**src/rtl/motion_seg_sched.sv**
```systemverilog
// Motion segment scheduler: queues dt/steps/ctrl segments in a circular FIFO and
// feeds them one at a time to the step generator, handling program end, underrun and abort.
module motion_seg_sched #(
    parameter int DEPTH = 4
) (
    input  logic                       clk,
    input  logic                       rst_n,
    input  logic                       seg_wr,
    input  logic [31:0]                seg_dt,
    input  logic [31:0]                seg_steps,
    input  logic [31:0]                seg_ctrl,
    input  logic                       start,
    input  logic                       abort_req,
    input  logic                       clear_err,
    input  logic                       gen_done,
    output logic [31:0]                gen_dt_val,
    output logic [31:0]                gen_steps_val,
    output logic [31:0]                gen_ctrl,
    output logic                       gen_load,
    output logic                       gen_abort,
    output logic                       busy,
    output logic                       seg_full,
    output logic [$clog2(DEPTH):0]     seg_count,
    output logic                       seg_done,
    output logic                       prog_done,
    output logic                       underrun,
    output logic                       overflow,
    output logic [15:0]                seg_index
);
    localparam int PW = $clog2(DEPTH);
    localparam int CW = PW + 1;

    typedef enum logic [1:0] {IDLE, LOAD, RUN, ABORT} state_t;

    state_t          state_reg;
    logic [PW-1:0]   head_reg;
    logic [PW-1:0]   tail_reg;
    logic [CW-1:0]   count_reg;

    logic [31:0] dt_mem    [DEPTH];
    logic [31:0] steps_mem [DEPTH];
    logic [31:0] ctrl_mem  [DEPTH];

    logic abort_take;
    logic full;
    logic pop;
    logic push;
    logic wr_drop;
    logic run_done;
    logic underrun_set;

    // An accepted abort wins over everything else in that cycle, including pushes.
    assign abort_take   = abort_req && (state_reg == LOAD || state_reg == RUN);
    assign full         = (count_reg == CW'(DEPTH));
    assign pop          = (state_reg == LOAD) && !abort_take;
    assign push         = seg_wr && !abort_take && (!full || pop);
    assign wr_drop      = seg_wr && !abort_take && full && !pop;
    assign run_done     = (state_reg == RUN) && gen_done && !abort_take;
    assign underrun_set = run_done && !gen_ctrl[31] && (count_reg == '0);

    assign busy      = (state_reg != IDLE);
    assign seg_full  = full;
    assign seg_count = count_reg;

    always_ff @(posedge clk) begin
        if (push) begin
            dt_mem[tail_reg]    <= seg_dt;
            steps_mem[tail_reg] <= seg_steps;
            ctrl_mem[tail_reg]  <= seg_ctrl;
        end
    end

    always_ff @(posedge clk or negedge rst_n) begin
        if (!rst_n) begin
            state_reg     <= IDLE;
            head_reg      <= '0;
            tail_reg      <= '0;
            count_reg     <= '0;
            gen_dt_val    <= '0;
            gen_steps_val <= '0;
            gen_ctrl      <= '0;
            gen_load      <= 1'b0;
            gen_abort     <= 1'b0;
            seg_done      <= 1'b0;
            prog_done     <= 1'b0;
            underrun      <= 1'b0;
            overflow      <= 1'b0;
            seg_index     <= '0;
        end else begin
            gen_load  <= 1'b0;
            gen_abort <= 1'b0;
            seg_done  <= 1'b0;
            prog_done <= 1'b0;
            // A new error in the same cycle as clear_err keeps the flag set.
            overflow  <= (overflow & ~clear_err) | wr_drop;
            underrun  <= (underrun & ~clear_err) | underrun_set;

            if (abort_take) begin
                head_reg  <= '0;
                tail_reg  <= '0;
                count_reg <= '0;
            end else begin
                if (push) tail_reg <= tail_reg + PW'(1);
                if (pop)  head_reg <= head_reg + PW'(1);
                case ({push, pop})
                    2'b10:   count_reg <= count_reg + CW'(1);
                    2'b01:   count_reg <= count_reg - CW'(1);
                    default: count_reg <= count_reg;
                endcase
            end

            case (state_reg)
                IDLE: begin
                    if (start && count_reg != '0) begin
                        seg_index <= '0;
                        state_reg <= LOAD;
                    end
                end
                LOAD: begin
                    if (abort_take) begin
                        gen_abort <= 1'b1;
                        state_reg <= ABORT;
                    end else begin
                        gen_dt_val    <= dt_mem[head_reg];
                        gen_steps_val <= steps_mem[head_reg];
                        gen_ctrl      <= ctrl_mem[head_reg];
                        gen_load      <= 1'b1;
                        seg_index     <= seg_index + 16'd1;
                        state_reg     <= RUN;
                    end
                end
                RUN: begin
                    if (abort_take) begin
                        gen_abort <= 1'b1;
                        state_reg <= ABORT;
                    end else if (gen_done) begin
                        seg_done <= 1'b1;
                        if (gen_ctrl[31]) begin
                            prog_done <= 1'b1;
                            state_reg <= IDLE;
                        end else if (count_reg != '0) begin
                            state_reg <= LOAD;
                        end else begin
                            state_reg <= IDLE;
                        end
                    end
                end
                ABORT: begin
                    if (gen_done) state_reg <= IDLE;
                end
                default: state_reg <= IDLE;
            endcase
        end
    end
endmodule

```
**config.mk**
```make
export PLATFORM = sky130hd
export DESIGN_NAME = motion_seg_sched
export DESIGN_NICKNAME = d
export VERILOG_FILES = /design/src/rtl/motion_seg_sched.sv
export SDC_FILE = /design/constraint.sdc
export NUM_CORES = 1
export LEC_CHECK = 0
export CORE_MARGIN = 1.5
export CORE_UTILIZATION = 55
export DETAILED_ROUTE_END_ITERATION = 10
export PLACE_DENSITY = 0.79
export SLEW_MARGIN = 20
export SYNTH_ARGS = -nofsm -noshare
export SYNTH_HDL_FRONTEND = slang
export SYNTH_SLANG_ARGS = --single-unit
```
**constraint.sdc**
```tcl
create_clock -name clk -period 5.8 [get_ports clk]
set_input_delay 1.74 -clock clk [delete_from_list [all_inputs] [get_ports clk]]
set_output_delay 1.74 -clock clk [all_outputs]
set_load 0.03 [all_outputs]
```
==> summary.txt <==
Mean Syn Cell Area -> 17.60 um2
Count of final setup violators -> 0
Sum of buffers and inverters on the critical path -> 3
CTS hold repair buffers -> 0
Sequential cell area -> 14,720 um2
Kind of critical path -> in2reg
Clock Path Buffers -> 3
Nets -> 1,444
RR Endpoint -> seg_index[8]
H-tree depth -> 2
DR DRC count -> 0
Total power -> 11.91 mW
Clock power frac -> 0.263
Worst Hold Path EP -> gen_dt_val[7]
Post-CTS sizing -> 0
Initial core utilization -> 0.5559
Cell variety after synth -> 45
Max Fclk -> 231.1 MHz
Reg-to-reg setup timing slack -> 2.19 ns
Area of the core -> 34,370 um2
DRT Pass-1 Iters -> 5
Part of the cycle the worst path needs -> 0.7461
Crit-path leading delay family -> buffers and inverters
Pin count of the biggest net entering global routing -> 76
Post-Syn Instances -> 1,086
I/O Pins -> 226
Vias in the first global route -> 10,540
WL/cell -> 20.62 um
Die Height -> 189.4 um
Area of the multi-input gates -> 4126 um2
Power share of the combinational group -> 0.290
Slew @ Worst Pin -> 0.9707 ns
Top Registers -> ctrl_mem x128, dt_mem x128, steps_mem x128
Top FF cell, synth -> edfxtp_1
Slew Limit Fails -> 0
GRT Resource Usage Total -> 0.2159
WP data arrival -> 4.80 ns
# fillers -> 2,248
Crit path time final -> 4.327 ns
First-pass GRT wire length -> 58,690 um
Post-synthesis sequential area ratio -> 0.7698
Port Buffers -> 225
Vias per cell -> 5.519
Power per cell area -> 507.0 nW/um2
Cells on worst reg2reg path -> 8
CTS tree -> yes
Net Switching -> 3.740 mW
Root buf cell -> clkbuf_16
Synth Net Count -> 1,200
Postcts setup bufs -> 0
CTS Sinks -> 511
Final Skew -> 0.01405 ns
Worst Setup End Kind -> flip-flop
Hold depth -> 2
RSZ-0062 raised after global routing -> false
CP max-delay cell -> or4_1
Synth-to-layout area growth -> 22.99%
Initial drt markers -> 720
Critical path peak fanout -> 62
Worst setup slack after layout -> 1.473 ns
Reg-to-reg startpoint -> state_reg[1]
Layout cells sized above 1 -> 0.1436
Biggest cell delay along the critical path -> 0.64 ns
Die Wd -> 189.4 um
Max cap viols -> 0
Vias -> 10,100
FFs w/ async S/R, synth -> 0.2485
Setup TNS -> 0 ns
Leakage -> 8.579 nW
Startpoint Class -> input port
Yosys reg bits -> 511
Post-synth EDFFs -> 384
Slew HR -> 0.3528
Cell row count -> 68
Post-Syn Area -> 19,110 um2
Gr ovfl total -> 0
GP Congestion -> 0.8292
Cell Int Power -> 8.174 mW
Die ar. -> 35,870 um2
Clk slew on worst S/H paths -> 0.06 ns
Switching share of total power -> 0.3139
CP required -> 6.27 ns
Latest clock arrival within the worst-skew pair -> 0.56 ns
Worst slack at placement -> 0.9481 ns
Antenna violation net count after detailed routing -> 0
DP Wirelength -> 21,550 um
Final hold violations -> 0
VDD IR max -> 0.0003714 V
Initial antenna violation count -> 3
Hold/Removal Path Class -> reg2reg
Outcome -> complete, no violations
Sequential Power Share -> 0.447
Cell breakdown of the critical path -> clkdlybuf4s50_1, nand2b_4, clkinv_4, buf_4, o221ai_2, or4_1, a21oi_1
Min-delay src -> gen_dt_val[7]
Final WL -> 37,710 um
Num CTS Buffers -> 50
Syn. warnings -> 0
==> cell usage in the layout (no fill, tap or decap), drive strengths merged, types with 2 or more instances in the layout <==
cell and count:
o22ai 2, nor3 5, and4 2, clkbuf 71
clkdlybuf4s50 224, mux2i 2, inv 11, dfrtp 127
edfxtp 384, nor2 2, a21oi 17, and2 5
or4 10, mux4 96, or3 4, o31ai 12
bufinv 3, nand2 305, nand3 7, nand2b 4
buf 19, nand4 4, and3 2, clkinv 21
diode 2, ha 10, o21ai 7
==> area by class of cell <==
cell class,count,share of cell area
Clock buffer,71,0.06059
Antenna cell,2,0.0002130
Sequential cell,511,0.6262
Timing Repair Buffer,243,0.1032
Inverter,12,0.002130
Tap cell,455,0.02422
Clock inverter,23,0.007826
Multi-Input combinational cell,512,0.1756
==> stage by stage <==
step	area (um2)	std cells	hold slack, ns	util
finish	23500	1829	0.4707	0.6837
global route	23500	1827	0.4865	0.6836
CTS	23500	1827	0.4758	0.6836
detailed placement	21890	1733	0.4617	0.6368
global placement	21890	1733	0.4585	0.6368
floorplan	19110	1086	0.5029	-
==> power by group through the flow <==
stage | Clock (mW) | Sequential, mW | Combinational, mW
2_1_floorplan | 0 | 5.87 | 1.66
3_5_place_dp | 0 | 5.40 | 3.49
3_3_place_gp | 0 | 5.37 | 3.44
6_report | 3.13 | 5.32 | 3.46
4_1_cts | 3.20 | 5.34 | 3.51
5_1_grt | 3.34 | 5.42 | 3.72
==> how the worst max path moves through the flow <==
| stage | from | end | slack [ns] | cells after the start |
|---|---|---|---|---|
| final | abort_req | seg_index[8] | 1.47 | 7 |
| after global routing | abort_req | seg_index[14] | 1.33 | 7 |
| after CTS | abort_req | seg_index[8] | 1.49 | 7 |
| after detailed placement | abort_req | seg_index[11] | 0.95 | 7 |
| after global placement | abort_req | seg_index[8] | 1.01 | 7 |
| after floorplan | abort_req | ctrl_mem[0][0] | 0.54 | 6 |
==> Yosys cell counts, drive strengths merged, types with 2 or more instances <==
cell type  instances  area, um2
edfxtp           384      11530
nand2            305       1145
dfrtp            127       3178
mux4              96       2162
clkbuf            29      108.9
buf               22      123.9
a21oi             17      85.08
o31ai             12      90.09
ha                10      125.1
inv               10      37.54
or4               10      75.07
nand3              7      35.03
o21ai              7      35.03
and2               5      31.28
nor3               5      25.02
nand2b             4      32.53
nand4              4      25.02
or3                4      25.02
and3               2      12.51
and4               2      17.52
clkinv             2      12.51
mux2i              2      20.02
nor2               2      7.510
o22ai              2      12.51
==> worst register-to-register path, delay by kind of cell, from the launching register on <==
family	cells	cell delay, ns
AO/OA/AOI/OAI	2	0.72
adder cells (fa/ha/maj)	1	0.40
buffers and inverters	3	0.91
flip-flops	1	0.41
AND/OR/NAND/NOR	2	1.08
==> kinds of logic after synthesis <==
| family | Yosys count | share of synthesized area |
|---|---|---|
| xor gates and xnor gates | 2 | 0.0009169 |
| muxes | 99 | 0.1148 |
| AOI/OAI and AO/OA | 47 | 0.01604 |
| buffers and inverters | 63 | 0.01480 |
| DFF | 511 | 0.7698 |
| and+or+nand+nor | 353 | 0.07609 |
| adders and majority gates | 11 | 0.007596 |
==> layer usage <==
layer / part of all wire / vias to the layer above / GRT usage / routed length [um]
met5: 0.00021 / - / 0 / 8
met1: 0.42 / 5134 / 0.2948 / 15930
met2: 0.49 / 312 / 0.3524 / 18380
met3: 0.066 / 64 / 0.04652 / 2489
met4: 0.024 / 2 / 0.06746 / 905
li1: - / 4583 / - / -
No activity file was read; power rests on OpenSTA's default activity.
